===== config.mk =====
export PLATFORM = sky130hd
export DESIGN_NAME = ta_ldd_seq
export DESIGN_NICKNAME = d
export VERILOG_FILES = /design/src/rtl/ta_ldd_seq.sv
export SDC_FILE = /design/constraint.sdc
export NUM_CORES = 1
export LEC_CHECK = 0
export ABC_AREA = 1
export BUFFER_PORTS_ARGS = -buffer_cell sky130_fd_sc_hd__clkbuf_2
export CAP_MARGIN = 0
export CORE_ASPECT_RATIO = 0.75
export CORE_UTILIZATION = 50
export DETAILED_ROUTE_END_ITERATION = 12
export PLACE_DENSITY_LB_ADDON = 0.08
export SYNTH_ARGS = -nofsm -noshare
export SYNTH_HDL_FRONTEND = slang
export SYNTH_SLANG_ARGS = --single-unit

===== constraint.sdc =====
create_clock -name clk200 -period 2.1 [get_ports clk200]
set_input_delay 0.105 -clock clk200 [delete_from_list [all_inputs] [get_ports clk200]]
set_output_delay 0.105 -clock clk200 [all_outputs]
set_load 0.02 [all_outputs]

===== src/rtl/ta_ldd_seq.sv =====
// Laser-driver gate sequencer: dead-time / pulse / dead-time on a latched channel mask.
// Build option: define LDD_DEAD_TIME_EN to enable the DEAD_ON/DEAD_OFF guard states.
module ta_ldd_seq #(
  parameter int CH_N   = 3,
  parameter int CNT_W  = 32,
  parameter int DEAD_W = 8
) (
  input  logic              clk200,
  input  logic              rst,
  input  logic              cap_mode,
  input  logic [CH_N-1:0]   cap_wdis,
  input  logic [CNT_W-1:0]  cap_plus,
  input  logic              cap_trig,
  output logic              capr_rdy,
  input  logic [CH_N-1:0]   com_wdis,
  input  logic [CNT_W-1:0]  com_plus,
  input  logic              com_open,
  input  logic              com_close,
  input  logic [DEAD_W-1:0] dead_cyc,
  output logic              busy,
  output logic [CH_N-1:0]   wdis_out,
  output logic [CH_N-1:0]   LDD0_WP,
  output logic [CH_N-1:0]   LDD0_WN
);

  localparam logic [1:0] IDLE     = 2'd0;
  localparam logic [1:0] DEAD_ON  = 2'd1;
  localparam logic [1:0] PULSE    = 2'd2;
  localparam logic [1:0] DEAD_OFF = 2'd3;

  logic [1:0]        state;
  logic [CH_N-1:0]   mask_r;
  logic [CNT_W-1:0]  len_r;
  logic [CNT_W-1:0]  cnt;
  logic [DEAD_W-1:0] dead_r;
  logic              mode_r;

  logic              cap_start;
  logic              com_start;
  logic              abort;
  logic              dead_done;
  logic              pulse_done;
  logic [DEAD_W-1:0] dead_sel;

  function automatic logic [CNT_W-1:0] sat_inc(input logic [CNT_W-1:0] v);
    return (&v) ? v : v + CNT_W'(1);
  endfunction

`ifdef LDD_DEAD_TIME_EN
  assign dead_sel = dead_cyc;
`else
  // A zero dead length makes both guard states unreachable.
  logic unused_dead;
  assign dead_sel    = '0;
  assign unused_dead = ^dead_cyc;
`endif

  assign cap_start  = cap_mode & cap_trig & (cap_plus != '0) & (cap_wdis != '0);
  assign com_start  = ~cap_mode & com_open & ~com_close & (com_wdis != '0);
  // Close only belongs to a command-mode run; a mode flip aborts either kind.
  assign abort      = (cap_mode != mode_r) | (~mode_r & com_close);
  assign dead_done  = (cnt == CNT_W'(dead_r));
  assign pulse_done = (len_r != '0) & (cnt == len_r);

  always_ff @(posedge clk200 or posedge rst) begin
    if (rst) begin
      state  <= IDLE;
      mask_r <= '0;
      len_r  <= '0;
      cnt    <= '0;
      dead_r <= '0;
      mode_r <= 1'b0;
    end else begin
      case (state)
        IDLE: begin
          if (cap_start | com_start) begin
            mask_r <= cap_mode ? cap_wdis : com_wdis;
            len_r  <= cap_mode ? cap_plus : com_plus;
            dead_r <= dead_sel;
            mode_r <= cap_mode;
            cnt    <= CNT_W'(1);
            state  <= (dead_sel != '0) ? DEAD_ON : PULSE;
          end
        end
        DEAD_ON: begin
          if (abort) begin
            cnt   <= CNT_W'(1);
            state <= DEAD_OFF;
          end else if (dead_done) begin
            cnt   <= CNT_W'(1);
            state <= PULSE;
          end else begin
            cnt <= sat_inc(cnt);
          end
        end
        PULSE: begin
          if (abort | pulse_done) begin
            if (dead_r != '0) begin
              cnt   <= CNT_W'(1);
              state <= DEAD_OFF;
            end else begin
              cnt    <= '0;
              mask_r <= '0;
              state  <= IDLE;
            end
          end else begin
            // Unlimited command pulses park the counter at all-ones.
            cnt <= sat_inc(cnt);
          end
        end
        DEAD_OFF: begin
          if (dead_done) begin
            cnt    <= '0;
            mask_r <= '0;
            state  <= IDLE;
          end else begin
            cnt <= sat_inc(cnt);
          end
        end
        default: state <= IDLE;
      endcase
    end
  end

  assign busy     = (state != IDLE);
  assign capr_rdy = (state == IDLE);
  assign wdis_out = mask_r;
  assign LDD0_WP  = (state == PULSE) ? mask_r : '0;
  assign LDD0_WN  = (state != IDLE) ? ~mask_r : '1;

endmodule


==> results of run 1 <==
cell usage in the layout, fill, tap and decap left out, types with 2 or more instances in the layout:
cell	netlist	layout
nor4_1	4	4
xnor2_1	23	23
nor2_2	2	2
nor2_1	134	134
clkbuf_8	0	2
nand4_1	19	19
nand3_2	1	3
dfrtp_1	70	70
buf_4	4	20
a31oi_1	32	32
nor3_1	16	16
inv_1	54	53
buf_12	0	4
clkbuf_2	2	86
nand3_1	19	17
bufinv_16	0	2
xor2_1	23	23
ha_1	2	2
inv_2	12	13
clkbuf_16	0	9
nand2_1	330	330
nand3b_1	2	2
o21ai_0	9	9
nor3_2	2	2
power by group through the flow:
stage	clock, mW	combinational [mW]	sequential, mW
after detailed placement	0	1.94	2.19
after floorplan	0	1.39	2.07
after global routing	1.76	2.20	2.23
final	1.70	1.96	2.17
after CTS	1.71	1.96	2.17
after global placement	0	1.91	2.18
worst paths after layout:
check	slack [ns]	depth (start not counted)	end
worst max-delay path	0.12	11	cnt[29]
worst min-delay path	0.003	3	len_r[19]
worst max register to register	0.12	11	cnt[29]
worst min register to register	0.50	2	mode_r
max in group asynchronous	1.41	4	cnt[29]
min in group asynchronous	0.37	4	len_r[13]
per-stage QoR:
stage	setup slack, ns	cells	hold WS [ns]	power (mW)	util (%)
final	0.1236	1021	0.002605	5.829	61.80
after detailed placement	0.1550	1005	0.2111	4.137	58.28
after global routing	0.009292	1021	0.02038	6.177	61.80
after global placement	0.2358	1005	0.1976	4.090	58.28
after CTS	0.1386	1021	0.001552	5.840	61.70
after floorplan	0.2268	798	0.2603	3.462	-
critical path: cells and delay by family, from the launching register on:
family / cells / cell delay [ns]
xor gates and xnor gates: 1 / 0.37
and+or+nand+nor: 9 / 0.93
buffers and inverters: 1 / 0.17
DFF: 1 / 0.40
flip-flops by register name, summed over array words and instances, names as in the netlist:
name	cells
state	2
cnt	32
mode_r	1
wdis_out	3
len_r	32
logic make-up (layout without fill, tap and decap cells):
group                    after synthesis  in the layout  synth area share [%]
AND/OR/NAND/NOR                      535            535                 42.95
AO/OA/AOI/OAI                         43             43                 5.155
buffers and inverters                102            193                 8.929
adder cells (fa/ha/maj)                2              2                0.4933
flip-flops                            70             70                 34.53
XOR/XNOR                              46             46                 7.943
final cells by class:
cell class / instances / area [µm²] / area share (%)
clock buffer: 12 / 256.5 / 4.246
clock inverter: 3 / 67.56 / 1.118
inverter: 67 / 251.5 / 4.163
multi-input combinational: 626 / 2878 / 47.64
sequential: 70 / 1752 / 29.00
tap: 132 / 165.2 / 2.734
timing repair buffer: 111 / 670.6 / 11.10
Yosys cell counts, drive strengths merged:
master and n:
xnor2 23, o311ai 1, nand2b 1, nor3b 1, o21ai 9, o21a 1, a31oi 32, nor4 4
nor2 137, inv 66, clkbuf 9, nand3b 2, nor3 18, ha 2, nand4 19, clkinv 1
xor2 23, nand2 332, dfrtp 70, nand3 21, buf 26
routing by layer:
layer / vias to the layer above / global-route usage [%]
li1: 2652 / -
met1: 2421 / 41.50
met2: 195 / 47.65
met3: 25 / 4.847
met4: 0 / 9.790
met5: - / 0
repair_timing:
item	in CTS	in global routing
hold buffers	1	0
setup endpoints to repair	0	6
hold endpoints to repair	70	0
resized for setup	0	2
==> impl_metrics.toml, run 1 <==
[outcome]
status = "complete, no violations"

[sta]
post-route-min-period_ns = 1.976
relSlewSlack_pct = 67.02
rsz0062_at_grt = "no"
hold_violations = 0
max_slew.worst_pin.slew_ns = 0.4901
finalCritPeriodShare_pct = 94.12
report.final.slew_viol_count = 0
skew_ns = 0.005504
fmax_mhz = 506.0
setup_viol = 0
setup_tns_ns = 0

[die]
initial_core_util_pct = 51.89
io_pins = 95
die_w_um = 118.3
design.core.area_um2 = 9774
die_h_um = 89.23
placementRows = 31
die_area_um2 = 10560

[critical_path]
cpMaxStageDelayCell = "dfrtp_1"
critPathMaxStageDelay_ns = 0.40
startpoint = "len_r[11]"
start_kind = "register"
crit_type = "register to register"
timing.rr.start = "len_r[11]"
timing.critical_path.required_ns = 2.33
worst_ep_arrival_time_ns = 2.21
crit_fanout = 31
path_cells = "xnor2_1 > nand2_1 > nor2_1 > nand2_1 > nor2_1 > nand3_2 > nand2_4 > nand3_4 > buf_12 > nand2_1 > nand2_1"
cp_common_cell = "nand2_1"
crit_path_end_kind = "register"

[worst_hold_path]
hp-class = "input pin to register"
min_from = "com_plus[19]"

[synthesis]
ys_ff_latch = 70
ys_seq_area_share_pct = 34.53
synth_area_leader_cell = "dfrtp_1"
synth_top_cell_area_share_pct = 34.53
synth_warnings = 0
syn_inst = 798
synth.distinct_cells = 32
synth.area.top_cells = "dfrtp_1, nand2_1, nor2_1"
avgSynthCellArea_um2 = 6.356
syn_area_um2 = 5072
synthesis.nets = 884

[drt]
drc = 0
wl_met3_um = 1142
drtIter0Drc = 384
dr_total_vias = 5293
wl_met2_um = 6471
wl_met1_um = 6946
wirelength_um = 14860
routed_via_density = 5.184
dr.pass1.iters = 5
wire_per_inst_um = 14.56
highest_layer = "met4"
drt.antenna.violating_nets = 0

[placement]
place.port_buffers = 86
gp_congestion = 1.007
hpwlAfterDp_um = 11550
place_area_um2 = 5697

[cells_and_area]
nFillCells = 962
diodes = 0
area_growth_pct = 19.09
nNetsFinal = 971
layout-drive-gt1-share_pct = 16.65
fin_area_um2 = 6041

[cts]
root_buffer = "clkbuf_16"
cts_setup_buffers = 0
htreeDepth = 3
clock_sinks = 70
cts_tree = "built"
clk_path_buf_depth = 2
cts_made_buffers = 9
clk_pin_slew_ns = 0.06
clk_latency_ns = 0.34

[global_route]
grt_pass1_wl_um = 24040
grt_pass1_vias = 4870
grtUsageTotal_pct = 29.80
antenna_found_initial = 0
grt_overflow = 0
grt_max_degree = 71

[power]
power.leakage_nw = 3.115
clock_power_share_pct = 29.2
switching_power_mw = 2.214
swShare_pct = 37.99
ir_worst_vdd_mv = 0.6351
power_density_nw_per_um2 = 964.9
seqPwrFrac_pct = 37.2
combPwrFrac_pct = 33.6
internal_power_mw = 3.615

[run]
cap_violations = 0
Power figures use the tool's default switching activity.
==> run 2: changes to the inputs <==
- CORE_MARGIN: default -> 3
- CORE_UTILIZATION: 50 -> 57
==> impl_metrics.toml, run 2 (same netlist as run 1, synthesis figures left out) <==
[cells_and_area]
diodes = 0
area_growth_pct = 17.34
fin_area_um2 = 5952
post-route-util_pct = 69.51
nNetsFinal = 962
layout-drive-gt1-share_pct = 16.70
mostFrequentLayoutCell = "nand2_1"
layout_common_cells = "nand2_1, nor2_1, clkbuf_2"

[cts]
clk_latency_ns = 0.34
cts_setup_buffers = 0
clock_sinks = 70
clk_pin_slew_ns = 0.05
htreeDepth = 3
root_buffer = "clkbuf_16"
cts_made_buffers = 9
clk_path_buf_depth = 2
cts_tree = "built"

[critical_path]
worst_ep_arrival_time_ns = 2.19
timing.critical_path.required_ns = 2.32
r2r_slack_ns = 0.13
start_kind = "register"
cpMaxStageDelayCell = "dfrtp_1"
crit_cells = 11
path_cells = "xnor2_1 > nand2_1 > nor2_1 > nand2_1 > nor2_1 > nand3_2 > nand2_4 > nand3_4 > buf_12 > nand2_1 > nand2_1"
r2r_cells = 11
critPathMaxStageDelay_ns = 0.44
crit_path_end_kind = "register"
cp_common_cell = "nand2_1"
crit_fanout = 31
cp_top_family = "simple AND/OR/NAND/NOR gates"
crit_type = "register to register"
cp_num_buf_inv = 1

[global_route]
grtUsageTotal_pct = 31.64
grt_pass1_wl_um = 24690
antenna_found_initial = 0
grt_pass1_vias = 4972
grt_max_degree = 65
grt_overflow = 0

[drt]
drt.antenna.violating_nets = 0
dr_total_vias = 5255
wire_per_inst_um = 15.12
drtIter0Drc = 419
routed_via_density = 5.319
wirelength_um = 14930
drc = 0
dr.pass1.iters = 5

[power]
ir_worst_vdd_mv = 0.8485
power_density_nw_per_um2 = 965.1
power.leakage_nw = 3.066

[die]
placementRows = 29
design.core.area_um2 = 8563
die_area_um2 = 10080
initial_core_util_pct = 59.23
io_pins = 95
die_w_um = 114.9
die_h_um = 87.70

[sta]
fin_ws_ns = 0.1267
post-route-min-period_ns = 1.973
relSlewSlack_pct = 37.81
fmax_mhz = 506.8
max_slew.worst_pin.slew_ns = 0.9314
hold_violations = 0
finalCritPeriodShare_pct = 93.97
skew_ns = 0.007009
setup_viol = 0
report.final.slew_viol_count = 0

[placement]
post-place-ws_ns = 0.01767
place_area_um2 = 5587
hpwlAfterDp_um = 11520
gp_congestion = 0.9813
place.port_buffers = 86

[outcome]
status = "complete, no violations"

[run]
cap_violations = 0

[worst_hold_path]
hold_path_depth = 3
hp-class = "input pin to register"
## run 2: cell types whose count changed in the layout (fill, tap and decap cells not counted), sizes merged
cell	before	now
clkinv	1	2
bufinv	2	1
buf	24	15
## run 2: worst register-to-register path, cell delays in order (launching register included)
cell and delay, ns:
dfrtp_1 0.44, xnor2_1 0.37, nand2_1 0.09, nor2_1 0.10, nand2_1 0.07, nor2_1 0.13
nand3_2 0.13, nand2_4 0.14, nand3_4 0.08, buf_12 0.17, nand2_1 0.10, nand2_1 0.05
## run 2: path summary, 6_finish.rpt
check / from / to
worst max-delay path: cnt[10] / cnt[17]
worst min-delay path: com_plus[2] / len_r[2]
worst max register to register: cnt[10] / cnt[17]
worst min register to register: mode_r / mode_r
max in group asynchronous: rst / cnt[1]
min in group asynchronous: rst / len_r[14]
## run 2: cell type report
type	instances	area [µm²]
multi-input cells	626	2913
fillers	735	2611
flip-flops and latches	70	1753
repair buffers	102	590.6
clock buffers	12	266.5
inverters	67	251.5
well taps	108	135.1
clock inverters	3	42.54
## run 2: what timing repair did
item,4_1_cts,5_1_grt
resized for setup,0,10
hold buffers,1,0
endpoints found under the hold margin,70,0
endpoints found under the setup margin,0,35
## run 2: through the flow
step | hold slack [ns] | total power, mW | instances | setup TNS [ns]
floorplan | 0.2603 | 3.462 | 798 | 0
global placement | -0.06355 | 4.038 | 972 | 0
detailed placement | -0.06150 | 4.111 | 972 | 0
CTS | 0.002176 | 5.703 | 988 | 0
global route | 0.006450 | 6.143 | 988 | -0.01326
finish | 0.006866 | 5.745 | 988 | 0
## run 2: routing by layer
metal  track usage [%]  up-vias  part of all wire, %
li1                  -     2634                    -
met1             43.64     2380                   44
met2             49.42      212                   45
met3             7.390       29                  8.9
met4             10.45        0                  2.4
met5                 0        -                    0
## run 2: power by group
group / internal, mW / leakage [nW] / switching, mW
Combinational: 0.797 / 2.04 / 1.20
Sequential: 1.73 / 0.873 / 0.448
Clock: 1.01 / 0.151 / 0.566
Total: 3.53 / 3.07 / 2.21
==> run 3: changes to the inputs <==
- MAX_ROUTING_LAYER: default -> met4
- REMOVE_ABC_BUFFERS: default -> 1
==> impl_metrics.toml, run 3 (same netlist as run 1, synthesis figures left out) <==
[outcome]
status = "complete, no violations"

[sta]
setup_tns_ns = 0
skew_ns = 0.008888
rsz0062_at_grt = "no"
hold_violations = 0
setup_viol = 0
max_slew.worst_pin.slew_ns = 0.6010
relSlewSlack_pct = 59.87
post-route-min-period_ns = 1.961
fmax_mhz = 509.9
report.final.slew_viol_count = 0
finalCritPeriodShare_pct = 93.39

[power]
power_density_nw_per_um2 = 931.6
ir_worst_vdd_mv = 0.5296
total_power_mw = 5.463
internal_power_mw = 3.342
power.leakage_nw = 3.034
swShare_pct = 38.83
clock_power_share_pct = 25.9
seqPwrFrac_pct = 39.9
combPwrFrac_pct = 34.2
switching_power_mw = 2.122

[drt]
drtIter0Drc = 498
dr_total_vias = 5246
dr.pass1.iters = 5
drc = 0
drt.antenna.violating_nets = 0
routed_via_density = 5.310
wire_per_inst_um = 14.74
wirelength_um = 14570

[critical_path]
worstReg2RegEnd = "cnt[26]"
timing.critical_path.required_ns = 2.32
critPathMaxStageDelay_ns = 0.46
startpoint = "cnt[10]"
timing.rr.start = "cnt[10]"
crit_path_end_kind = "register"
crit_type = "register to register"
crit_fanout = 18
r2r_slack_ns = 0.14
cpMaxStageDelayCell = "dfrtp_1"
cp_common_cell = "nand2_1"
r2r_cells = 11
worst_ep_arrival_time_ns = 2.18
start_kind = "register"
path_cells = "inv_1 > nand2_1 > nor3_1 > nand2_1 > nor2_1 > nand2_1 > nand3_1 > nand3_4 > buf_4 > nand2_1 > nand2_1"

[cells_and_area]
nFillCells = 780
final_cell_count_no_fill = 988
post-route-util_pct = 68.48
fin_area_um2 = 5864
nNetsFinal = 962
diodes = 0
layout_common_cells = "nand2_1, nor2_1, clkbuf_2"
mostFrequentLayoutCell = "nand2_1"
layout-drive-gt1-share_pct = 15.80
area_growth_pct = 15.61

[cts]
clk_path_buf_depth = 2
root_buffer = "clkbuf_16"
clock_sinks = 70
cts_made_buffers = 9
clk_pin_slew_ns = 0.06
htreeDepth = 3
cts_tree = "built"
clk_latency_ns = 0.34

[global_route]
grt_max_degree = 65
grtUsageTotal_pct = 31.48
grt_overflow = 0
grt_pass1_vias = 4896
antenna_found_initial = 0
grt_pass1_wl_um = 24000

[placement]
dpl.cell_count = 972
place.port_buffers = 86
hpwlAfterDp_um = 11290
gp_congestion = 0.9768
place_area_um2 = 5574

[run]
cap_violations = 0

[die]
design.core.area_um2 = 8563
die_w_um = 114.9
die_area_um2 = 10080
initial_core_util_pct = 59.23
placementRows = 29
io_pins = 95
die_h_um = 87.70

[worst_hold_path]
min_to = "len_r[7]"
hp-class = "input pin to register"
min_from = "com_plus[7]"
hold_path_depth = 3
run 3: cell count changes in the layout (fill, tap and decap cells not counted), moves of 2 or more:
cell / change
xnor2_2: -2
nand3_1: +2
xnor2_1: +2
clkbuf_1: +3
run 3: critical path: cells and delay by family (launching register included):
kind	cells	cell delay, ns
simple gates	9	1.02
flops	1	0.46
buf+inv	2	0.36
run 3: layout make-up:
class                   instances  area [µm²]  share of cell area, %
clock buffers                  14       264.0                  4.502
flip-flops and latches         70        1753                  29.89
well taps                     108       135.1                  2.304
repair buffers                102       578.1                  9.857
multi-input cells             626        2878                  49.07
inverters                      67       251.5                  4.288
clock inverters                 1       5.005                0.08534
run 3: power groups by stage:
stage	Sequential (mW)	Clock, mW	Combinational (mW)
floorplan	2.08	0	1.30
global placement	2.16	0	1.80
detailed placement	2.18	0	1.85
CTS	2.17	1.44	1.87
global route	2.24	1.50	2.12
finish	2.18	1.42	1.87
run 3: repair_timing:
item | CTS | global route
gates resized for setup | 0 | 4
hold buffers | 1 | 0
hold endpoints to repair | 26 | 0
endpoints found under the setup margin | 0 | 17
buffers inserted | 0 | 0
run 3: through the flow:
| stage | hold WS (ns) | setup WS (ns) |
|---|---|---|
| after floorplan | 0.2527 | 0.08750 |
| after global placement | 0.1878 | 0.1868 |
| after detailed placement | 0.1935 | 0.1689 |
| after CTS | 0.0008546 | 0.1464 |
| after global routing | 0.01102 | 0.01518 |
| final | 0.008567 | 0.1388 |
run 3: worst max-delay path by stage:
stage	endpoint	cells past startpoint
2_1_floorplan	cnt[0]	9
3_3_place_gp	cnt[0]	12
3_5_place_dp	wdis_out[0]	12
4_1_cts	cnt[26]	10
5_1_grt	cnt[26]	14
6_report	cnt[26]	11
run 3: metal layers:
metal	track usage, %	wire length [µm]
met5	-	0
met1	44.35	6696
met2	46.27	6371
met4	7.676	233
met3	6.837	1263
